==> src/rtl/instr_enc_pkg.sv <==
// Shared constants, state encoding and helpers for the RV32I instruction encoder.
// INSTR_ENC_RANGE_CHECK_EN (see instr_encoder.sv) enables immediate range flagging.
package instr_enc_pkg;

  localparam int XLEN = 32;

  localparam logic [2:0] KIND_I  = 3'b000;
  localparam logic [2:0] KIND_S  = 3'b001;
  localparam logic [2:0] KIND_B  = 3'b010;
  localparam logic [2:0] KIND_J  = 3'b011;
  localparam logic [2:0] KIND_U  = 3'b100;
  localparam logic [2:0] KIND_LI = 3'b101;

  localparam logic [6:0]  OP_LUI = 7'b0110111;
  localparam logic [6:0]  OP_IMM = 7'b0010011;
  localparam logic [31:0] NOP    = 32'h00000013;

  typedef enum logic [1:0] {
    ST_IDLE = 2'd0,
    ST_ONE  = 2'd1,
    ST_HI   = 2'd2
  } state_t;

  // True when v is representable as a signed value whose sign bit sits at index msb.
  function automatic logic fits_signed(input logic [31:0] v, input int msb);
    logic [31:0] hi_mask;
    hi_mask = 32'hFFFF_FFFF << msb;
    return ((v & hi_mask) == hi_mask) || ((v & hi_mask) == 32'h0);
  endfunction

endpackage

==> src/rtl/instr_encoder_if.sv <==
// Request and output streams of the instruction encoder.
// Both sides: a word moves on a cycle where valid and ready are both high; valid never waits on ready.
interface instr_encoder_if #(
  parameter int XLEN = 32
);
  logic            req_valid;
  logic            req_ready;
  logic [2:0]      req_kind;
  logic [6:0]      req_opcode;
  logic [2:0]      req_funct3;
  logic [4:0]      req_rd;
  logic [4:0]      req_rs1;
  logic [4:0]      req_rs2;
  logic [XLEN-1:0] req_imm;

  logic            out_valid;
  logic            out_ready;
  logic [XLEN-1:0] instr_out;
  logic            out_last;
  logic            out_err;

  modport slave (
    input  req_valid, req_kind, req_opcode, req_funct3, req_rd, req_rs1, req_rs2, req_imm,
    output req_ready,
    output out_valid, instr_out, out_last, out_err,
    input  out_ready
  );

  modport master (
    output req_valid, req_kind, req_opcode, req_funct3, req_rd, req_rs1, req_rs2, req_imm,
    input  req_ready,
    input  out_valid, instr_out, out_last, out_err,
    output out_ready
  );
endinterface

==> src/rtl/instr_field_pack.sv <==
// Purely combinational RV32I field packer: scatters immediate bits per format.
// Kinds other than I/S/B/J/U produce a NOP.
module instr_field_pack
  import instr_enc_pkg::*;
(
  input  logic [2:0]  kind,
  input  logic [6:0]  opcode,
  input  logic [2:0]  funct3,
  input  logic [4:0]  rd,
  input  logic [4:0]  rs1,
  input  logic [4:0]  rs2,
  input  logic [31:0] imm,
  output logic [31:0] word
);

  always_comb begin
    word = NOP;
    case (kind)
      KIND_I: word = {imm[11:0], rs1, funct3, rd, opcode};
      KIND_S: word = {imm[11:5], rs2, rs1, funct3, imm[4:0], opcode};
      KIND_B: word = {imm[12], imm[10:5], rs2, rs1, funct3, imm[4:1], imm[11], opcode};
      KIND_J: word = {imm[20], imm[10:1], imm[11], imm[19:12], rd, opcode};
      KIND_U: word = {imm[31:12], rd, opcode};
      default: word = NOP;
    endcase
  end

endmodule

==> src/rtl/instr_encoder.sv <==
// Registered RV32I instruction encoder with LI expansion into LUI+ADDI.
// Optional macro INSTR_ENC_RANGE_CHECK_EN flags out-of-range immediates and illegal kinds on out_err.
module instr_encoder
  import instr_enc_pkg::*;
#(
  parameter int XLEN = 32
)(
  input  logic              clk,
  input  logic              reset,
  instr_encoder_if.slave    bus,
  output state_t            dbg_state
);

  state_t          state;
  logic            out_valid_q;
  logic [XLEN-1:0] instr_q;
  logic            last_q;
  logic            err_q;
  logic [4:0]      pend_rd;
  logic [11:0]     pend_lo;

  logic consume;
  logic req_ready;
  logic accept;

  assign consume   = out_valid_q & bus.out_ready;
  assign req_ready = (state == ST_IDLE) | (consume & last_q);
  assign accept    = bus.req_valid & req_ready;

  // LI split: the ADDI sign-extends lo, so hi absorbs lo's sign bit.
  logic            is_li;
  logic [11:0]     li_lo;
  logic [19:0]     li_hi;
  logic            li_fits;
  logic            li_two;

  assign is_li   = (bus.req_kind == KIND_LI);
  assign li_lo   = bus.req_imm[11:0];
  assign li_hi   = bus.req_imm[31:12] + {19'b0, bus.req_imm[11]};
  assign li_fits = fits_signed(bus.req_imm, 11);
  assign li_two  = !li_fits && (li_lo != 12'h000);

  logic [2:0]      pk_kind;
  logic [6:0]      pk_op;
  logic [2:0]      pk_f3;
  logic [4:0]      pk_rd;
  logic [4:0]      pk_rs1;
  logic [4:0]      pk_rs2;
  logic [XLEN-1:0] pk_imm;
  logic [XLEN-1:0] pk_word;

  // In HI no request can be accepted, so the packer is free to build the pending ADDI.
  always_comb begin
    pk_kind = bus.req_kind;
    pk_op   = bus.req_opcode;
    pk_f3   = bus.req_funct3;
    pk_rd   = bus.req_rd;
    pk_rs1  = bus.req_rs1;
    pk_rs2  = bus.req_rs2;
    pk_imm  = bus.req_imm;
    if (state == ST_HI) begin
      pk_kind = KIND_I;
      pk_op   = OP_IMM;
      pk_f3   = 3'b000;
      pk_rd   = pend_rd;
      pk_rs1  = pend_rd;
      pk_rs2  = 5'd0;
      pk_imm  = {{20{pend_lo[11]}}, pend_lo};
    end else if (is_li) begin
      pk_f3  = 3'b000;
      pk_rs1 = 5'd0;
      pk_rs2 = 5'd0;
      if (li_fits) begin
        pk_kind = KIND_I;
        pk_op   = OP_IMM;
        pk_imm  = bus.req_imm;
      end else begin
        pk_kind = KIND_U;
        pk_op   = OP_LUI;
        pk_imm  = {li_hi, 12'h000};
      end
    end
  end

  instr_field_pack u_pack (
    .kind   (pk_kind),
    .opcode (pk_op),
    .funct3 (pk_f3),
    .rd     (pk_rd),
    .rs1    (pk_rs1),
    .rs2    (pk_rs2),
    .imm    (pk_imm),
    .word   (pk_word)
  );

  logic req_err;

`ifdef INSTR_ENC_RANGE_CHECK_EN
  logic is_shift;
  assign is_shift = (bus.req_kind == KIND_I) && bus.req_opcode[4] &&
                    ((bus.req_funct3 == 3'b001) || (bus.req_funct3 == 3'b101));

  always_comb begin
    req_err = 1'b0;
    case (bus.req_kind)
      KIND_I: begin
        if (is_shift)
          req_err = (bus.req_imm[31:12] != 20'h0) ||
                    ((bus.req_imm[11:5] != 7'h00) && (bus.req_imm[11:5] != 7'h20));
        else
          req_err = !fits_signed(bus.req_imm, 11);
      end
      KIND_S:  req_err = !fits_signed(bus.req_imm, 11);
      KIND_B:  req_err = bus.req_imm[0] || !fits_signed(bus.req_imm, 12);
      KIND_J:  req_err = bus.req_imm[0] || !fits_signed(bus.req_imm, 20);
      KIND_U:  req_err = (bus.req_imm[11:0] != 12'h000);
      KIND_LI: req_err = 1'b0;
      default: req_err = 1'b1;
    endcase
  end
`else
  assign req_err = 1'b0;
`endif

  always_ff @(posedge clk) begin
    if (reset) begin
      state       <= ST_IDLE;
      out_valid_q <= 1'b0;
      instr_q     <= '0;
      last_q      <= 1'b0;
      err_q       <= 1'b0;
      pend_rd     <= 5'd0;
      pend_lo     <= 12'h000;
    end else if (state == ST_HI) begin
      if (consume) begin
        instr_q <= pk_word;
        last_q  <= 1'b1;
        err_q   <= 1'b0;
        state   <= ST_ONE;
      end
    end else if (accept) begin
      out_valid_q <= 1'b1;
      instr_q     <= pk_word;
      err_q       <= req_err;
      if (is_li && li_two) begin
        last_q  <= 1'b0;
        pend_rd <= bus.req_rd;
        pend_lo <= li_lo;
        state   <= ST_HI;
      end else begin
        last_q <= 1'b1;
        state  <= ST_ONE;
      end
    end else if (consume) begin
      out_valid_q <= 1'b0;
      last_q      <= 1'b0;
      err_q       <= 1'b0;
      state       <= ST_IDLE;
    end
  end

  assign bus.req_ready = req_ready;
  assign bus.out_valid = out_valid_q;
  assign bus.instr_out = instr_q;
  assign bus.out_last  = last_q;
  assign bus.out_err   = err_q;
  assign dbg_state     = state;

endmodule

==> src/flat_wrapper.sv <==
// flat-port wrapper written by rule: the top's interface ports become plain ports
module instr_encoder_flat import instr_enc_pkg::*;
#(
  parameter int XLEN = 32
)
  (clk, reset, dbg_state, bus_req_valid, bus_req_kind, bus_req_opcode, bus_req_funct3, bus_req_rd, bus_req_rs1, bus_req_rs2, bus_req_imm, bus_req_ready, bus_out_valid, bus_instr_out, bus_out_last, bus_out_err, bus_out_ready);
  instr_encoder_if #(.XLEN(XLEN)) bus_i ();
  input  logic clk;
  input  logic reset;
  output state_t dbg_state;
  input wire logic [$bits(bus_i.req_valid)-1:0] bus_req_valid;
  input wire logic [$bits(bus_i.req_kind)-1:0] bus_req_kind;
  input wire logic [$bits(bus_i.req_opcode)-1:0] bus_req_opcode;
  input wire logic [$bits(bus_i.req_funct3)-1:0] bus_req_funct3;
  input wire logic [$bits(bus_i.req_rd)-1:0] bus_req_rd;
  input wire logic [$bits(bus_i.req_rs1)-1:0] bus_req_rs1;
  input wire logic [$bits(bus_i.req_rs2)-1:0] bus_req_rs2;
  input wire logic [$bits(bus_i.req_imm)-1:0] bus_req_imm;
  output wire logic [$bits(bus_i.req_ready)-1:0] bus_req_ready;
  output wire logic [$bits(bus_i.out_valid)-1:0] bus_out_valid;
  output wire logic [$bits(bus_i.instr_out)-1:0] bus_instr_out;
  output wire logic [$bits(bus_i.out_last)-1:0] bus_out_last;
  output wire logic [$bits(bus_i.out_err)-1:0] bus_out_err;
  input wire logic [$bits(bus_i.out_ready)-1:0] bus_out_ready;
  assign bus_i.req_valid = bus_req_valid;
  assign bus_i.req_kind = bus_req_kind;
  assign bus_i.req_opcode = bus_req_opcode;
  assign bus_i.req_funct3 = bus_req_funct3;
  assign bus_i.req_rd = bus_req_rd;
  assign bus_i.req_rs1 = bus_req_rs1;
  assign bus_i.req_rs2 = bus_req_rs2;
  assign bus_i.req_imm = bus_req_imm;
  assign bus_req_ready = bus_i.req_ready;
  assign bus_out_valid = bus_i.out_valid;
  assign bus_instr_out = bus_i.instr_out;
  assign bus_out_last = bus_i.out_last;
  assign bus_out_err = bus_i.out_err;
  assign bus_i.out_ready = bus_out_ready;
  instr_encoder #(.XLEN(XLEN)) u_core (.clk(clk), .reset(reset), .bus(bus_i), .dbg_state(dbg_state));
endmodule
==> config.mk <==
export PLATFORM = sky130hd
export DESIGN_NAME = instr_encoder_flat
export DESIGN_NICKNAME = d
export VERILOG_FILES = /design/src/rtl/instr_enc_pkg.sv /design/src/rtl/instr_encoder_if.sv /design/src/rtl/instr_field_pack.sv /design/src/rtl/instr_encoder.sv /design/src/flat_wrapper.sv
export SDC_FILE = /design/constraint.sdc
export NUM_CORES = 1
export LEC_CHECK = 0
export ABC_AREA = 1
export BUFFER_PORTS_ARGS = -buffer_cell sky130_fd_sc_hd__buf_2
export CORE_AREA = 2 2 104 106
export CTS_CLUSTER_SIZE = 40
export DETAILED_ROUTE_END_ITERATION = 6
export DIE_AREA = 0 0 106 108
export HOLD_SLACK_MARGIN = 0.05
export PLACE_DENSITY = 0.64
export SLEW_MARGIN = 20
export SYNTH_ARGS = -nofsm -noshare
export SYNTH_HDL_FRONTEND = slang
export SYNTH_SLANG_ARGS = --single-unit
==> constraint.sdc <==
create_clock -name clk -period 2 [get_ports clk]
set_input_delay 0.1 -clock clk [delete_from_list [all_inputs] [get_ports clk]]
set_output_delay 0.1 -clock clk [all_outputs]
set_load 0.05 [all_outputs]
### After elaboration in Yosys (flattened, before gate mapping)

Cells that the tools add are included.

* flip-flop bits (word level): 54
* latch bits: 0
* RAM bits: 0
* bits in read-only memories: 0
* bits of input ports: 64
* output and inout port bits: 38
* logic and storage cells: 69
* memories kept: 0

* add/sub/neg operators: 1
* multipliers: 0
* divide/modulo/power cells: 0
* $lt $le $gt $ge: 0
* eq/ne operators: 8
* shifts and indexed selects: 0
* muxes and demuxes: 34
* bitwise logic cells: 5
* reductions and logical operators: 14

Operators by type and width (number)
* $mux 32: 6
* $pmux 32 s5: 1
* $logic_not 32->1: 1
* $mux 5: 5
* $eq 21x21->1 const B: 1
* $add 20x1->20: 1
* $mux 3: 5
* $mux 7: 2
* $reduce_bool 12->1: 1
* $mux 2: 5
* $mux 1: 9
* $eq 3x2->1 const B: 2
* $eq 3x3->1 const B: 2
* $mux 6: 1
* $reduce_and 2->1: 3
* $reduce_bool 2->1: 2
* $and 1x1->1: 3
* $eq 3x1->1 const B: 1
* $logic_not 3->1: 1
* $reduce_and 3->1: 1
* $eq 2x2->1 const B: 1
* $logic_and 1x1->1: 2
* $logic_not 2->1: 1
* $ne 2x1->1 const B: 1
* other kinds (4): 4

### Depth between registers and ports, before layout

* word-level depth: 9
* gate-level depth with buffers: 16
* gate-level depth less buffers: 16

### Cells and area by module

From an unflattened synthesis, not the netlist that was laid out.

* cell total of the unflattened synthesis: 711
* area total of the unflattened synthesis: 4000.1 um^2

By module, submodules not included
* instr_encoder: times used 1, cells each 590, area each 3460.8 um^2, seq. area each 1061.0 um^2
* instr_field_pack: times used 1, cells each 121, area each 539.3 um^2, seq. area each 0.0 um^2

### Worst setup path before layout

OpenSTA, ideal clock, no wires.

* kind: flip-flop to flip-flop
* start: register u_core.state[1] (netlist: u_core.dbg_state[1])
* end: register u_core.instr_q[7] (netlist: u_core.bus.instr_out[7])
* library setup time: 68 ps
* arrival time: 2203 ps
* required time: 1932 ps
* path slack: -271 ps
* cell stages (with the launch flop): 13
* buffers on the path: 2
* period minus slack after synthesis: 2271 ps
* cells stage by stage: dfxtp_1 -> inv_1 -> nor2_4 -> inv_2 -> nand2_1 -> inv_1 -> nand2_1 -> nand2_2 -> inv_2 -> buf_2 -> buf_2 -> nand2_1 -> a21oi_2

* elaborated cells on any way between the ends: 19
* those cells by class: eq/ne (6); mux (7); bitwise (2); reduce/logical (4)

RTL lines
* start, declared: line instr_encoder.sv:14 `state_t state;`
* start signal, assigned: line instr_encoder.sv:127 `state <= ST_IDLE;`
* start signal, assigned: line instr_encoder.sv:139 `state <= ST_ONE;`
* start signal, assigned: line instr_encoder.sv:149 `state <= ST_HI;`
* $logic_not 2->1: line instr_encoder.sv:27 `assign req_ready = (state == ST_IDLE) | (consume & last_q);`
* $or 1x1->1: line instr_encoder.sv:27
* net bus_req_ready: line flat_wrapper.sv:19 `output wire logic [$bits(bus_i.req_ready)-1:0] bus_req_ready;`
* $and 1x1->1: line instr_encoder.sv:28 `assign accept = bus.req_valid & req_ready;`
* $reduce_bool 2->1 (no line)
* $reduce_and 2->1 (no line)
* end signal, assigned: line instr_encoder.sv:136 `instr_q <= pk_word;`
* end signal, assigned: line instr_encoder.sv:143 `instr_q <= pk_word;`
* end, declared: line instr_encoder.sv:16 `logic [XLEN-1:0] instr_q;`

The timed path passes the listed nets, and every way through them passes these cells. The select of a mux whose other input is x is not followed.
A chain may end at the register's enable or synchronous reset.

### Worst setup path in the final report

* start: register u_core.state[1] (netlist: u_core.dbg_state[1])
* end: register u_core.instr_q[20] (netlist: u_core.bus.instr_out[20])

* cells in the longest elaborated chain, start to end: 6
* elaborated cells on any way between the ends: 19
* those cells by class: eq/ne (6); mux (7); bitwise (2); reduce/logical (4)

Ends and longest elaborated chain
* $eq 2x2->1: line instr_encoder.sv:61, instr_encoder.sv:134
* $mux 3: line instr_encoder.sv:61 `if (state == ST_HI) begin`
* $eq 3x3->1, or another cell as far along: line instr_field_pack.sv:18 `case (kind)`
* $pmux 32 s5: line instr_field_pack.sv:18
* $mux 32, on equally long branches: line instr_encoder.sv:141, instr_encoder.sv:135
* $mux 32: line instr_encoder.sv:134 `end else if (state == ST_HI) begin`

Parallel ways exist; a longest one is shown, timed or not. The select of a mux whose other input is x is not followed.

==> flow_summary.json <==
{
  "synthMuxAreaShare_pct": 0,
  "synth_area_per_cell_um2": 6.25,
  "min_path_type": "input pin to register",
  "synth_top_cell_by_area": "dfxtp_1",
  "cts_tree": "built",
  "synth_xor_area_share_pct": 2.09,
  "ant_nets": 0,
  "synth_top_family_by_area": "simple AND/OR/NAND/NOR gates",
  "antenna_found_initial": 0,
  "ios": 102,
  "initial_core_util_pct": 36.9,
  "synth.distinct_cells": 39,
  "dieWidth_um": 106,
  "async_flop_share_pct": 0,
  "wl_per_cell_um": 14.8,
  "drv_cap": 0,
  "fin_area_um2": 4700,
  "track_usage_pct": 21.7,
  "cp-start-kind": "register",
  "mappedNetlistNets": 671,
  "antenna_cells": 0,
  "period_minus_slack_ps": 1830,
  "synthAdderAreaFrac_pct": 0.995,
  "drv_slew": 0,
  "path_max_fanout": 6,
  "slew_headroom_pct": 61.7,
  "synth_area_um2": 3770,
  "arrival_ps": 2000,
  "grt_pass1_vias": 4020,
  "r2r_setup_slack_ps": 170,
  "gp_congestion": 0.983,
  "fin_skew_ps": 13.0,
  "cts_buffers": 5,
  "finalSetupTns_ps": 0,
  "hpwl_um": 10200,
  "finalNonFillerCells": 854,
  "synth.top_cell.area_share_pct": 28.1,
  "grt_pass1_wl_um": 19900,
  "vias": 4291,
  "core-area_um2": 10200,
  "overflow": 0,
  "clock_latency_ps": 300,
  "clock_path_buffers": 2,
  "synth-simple-area-share_pct": 43.7,
  "worstMarginPinSlew_ps": 574,
  "peakVddDrop_v": 0.000296,
  "syn_to_final_growth_pct": 24.5,
  "period_share_pct": 91.6,
  "wirelength_um": 12700,
  "placedCellCount": 842,
  "die_h_um": 108,
  "fin_nets": 785,
  "setup-violations-final": 0,
  "viasPerCell": 5.02,
  "finalHoldViolCount": 0,
  "drive_gt1_share_pct": 27.0,
  "cts_setup_buffers": 0,
  "worstSetupPathType": "register to register",
  "drt-pass1-iter-count": 7,
  "dieArea_um2": 11400,
  "status": "complete, no violations",
  "row_count": 37,
  "cts_htree_levels": 2,
  "drt_iter0_markers": 368,
  "drcViolationCount": 0,
  "synth_warnings": 0,
  "netlist_instances": 604,
  "yosys_register_bits": 53,
  "rsz0062_at_grt": "false",
  "final_util_pct": 45.9,
  "portBuffers": 101,
  "synth_ff_type": "dfxtp_1",
  "synth_area_leaders": "dfxtp_1, nand2_1, nor2_1",
  "root_buffer": "clkbuf_8",
  "fmax_ghz": 0.546,
  "postPlaceCellArea_um2": 4550,
  "cp-end-kind": "register",
  "p_leak_nw": 2.32,
  "grt_max_degree": 33,
  "clock_sinks": 53,
  "yosysSeqAreaShare_pct": 28.1,
  "p_total_mw": 2.68,
  "clkTransAtPathRegs_ps": 100,
  "synth_edf_count": 0,
  "crit_required_ps": 2170,
  "synth-compound-area-share_pct": 15.7,
  "p_per_area_nw_per_um2": 571
}
==> metrics by stage <==
stage | hold slack (ps) | worst slack (ps)
floorplan | 243 | 0.898
global placement | 348 | 94.4
detailed placement | 353 | 82.5
CTS | 53.1 | 153
global route | 74.7 | 35.2
finish | 64.8 | 168
==> state kept, by name, summed over array words and instances (netlist names) <==
signal	count
u_core.bus.instr_out	32
u_core.pend_lo	12
u_core.pend_rd	5
u_core.dbg_state	2
u_core.bus.out_err	1
u_core.bus.out_valid	1
==> path summary, 6_finish.rpt <==
path,from,depth (start not counted),end
worst max-delay path,u_core.dbg_state[1]$_SDFFE_PP0P_,11,u_core.bus.instr_out[20]$_SDFFE_PP0P_
worst min register to register,u_core.bus.out_err$_SDFF_PP0_,2,u_core.bus.out_err$_SDFF_PP0_
worst max register to register,u_core.dbg_state[1]$_SDFFE_PP0P_,11,u_core.bus.instr_out[20]$_SDFFE_PP0P_
worst min-delay path,bus_req_imm[10],3,u_core.pend_lo[10]$_SDFFE_PP0P_
==> synth_stat cells, types with 2 or more instances <==
master,number
nand2_1,203
nor2_1,65
dfxtp_1,53
inv_1,45
nand3_1,39
a21oi_1,38
o21ai_0,36
clkbuf_1,12
inv_2,10
a21oi_2,9
nand4_1,9
nand2_2,8
nand2_4,7
o21ai_1,7
xor2_1,7
nand3_4,6
buf_2,5
buf_4,5
nor2_4,4
a31oi_1,3
buf_6,3
ha_1,3
nor4_1,3
o22ai_1,3
nor2_2,2
nor3_1,2
nor3_4,2
o2111ai_1,2
o211ai_1,2
xnor2_1,2
==> repair_timing <==
item	4_1_cts	5_1_grt
resized for setup	0	1
setup endpoints to repair	0	1
hold buffers	5	0
hold endpoints to repair	5	0
==> power by group <==
part           total, mW  internal, mW  switching (mW)  leakage [nW]
clock network      0.625         0.275           0.350        0.0433
logic              0.905         0.278           0.627          1.85
registers           1.15          1.12          0.0334         0.434
total               2.68          1.67            1.01          2.32
==> layout make-up <==
class,count,area (um2)
tap,136,170
sequential,53,1070
timing repair buffer,132,788
clock inverter,1,7.51
multi-input combinational,470,2360
fill,1082,5530
clock buffer,6,82.6
inverter,56,216
==> cells by family (layout without fill, tap and decap cells) <==
| family | Yosys count | count (layout) |
|---|---|---|
| DFF | 53 | 53 |
| AOI/OAI and AO/OA | 104 | 104 |
| xor gates and xnor gates | 9 | 9 |
| adders and majority gates | 3 | 3 |
| buffers and inverters | 81 | 195 |
| and+or+nand+nor | 354 | 354 |
==> metal layers <==
metal / vias up / track usage (%) / routed length (um)
li1: 2178 / - / -
met1: 1949 / 29.9 / 5980
met2: 142 / 36.2 / 5830
met3: 22 / 2.47 / 598
met4: 0 / 5.92 / 258
met5: - / 0 / 0
==> critical path, stage by stage, from the launching register on <==
cell     delay [ps]
dfxtp_4         360
inv_1            50
nor2_4          200
nor2_2           70
inv_1           110
nor2_1           80
nand2_1         150
nand2_2         130
nand2_1         100
nand3_1          70
o21ai_0         260
a21oi_1         100
==> placed cells by master, fill, tap and decap left out, types with 9 or more instances in the layout <==
cell type    n
nand4_1      9
dfxtp_1     50
nand3_1     39
buf_2      101
nand2_1    200
o21ai_0     36
inv_2       10
buf_4       23
nand2_2     11
a21oi_2      9
nor2_1      65
inv_1       44
a21oi_1     38
(Power assumes the default switching activity.)
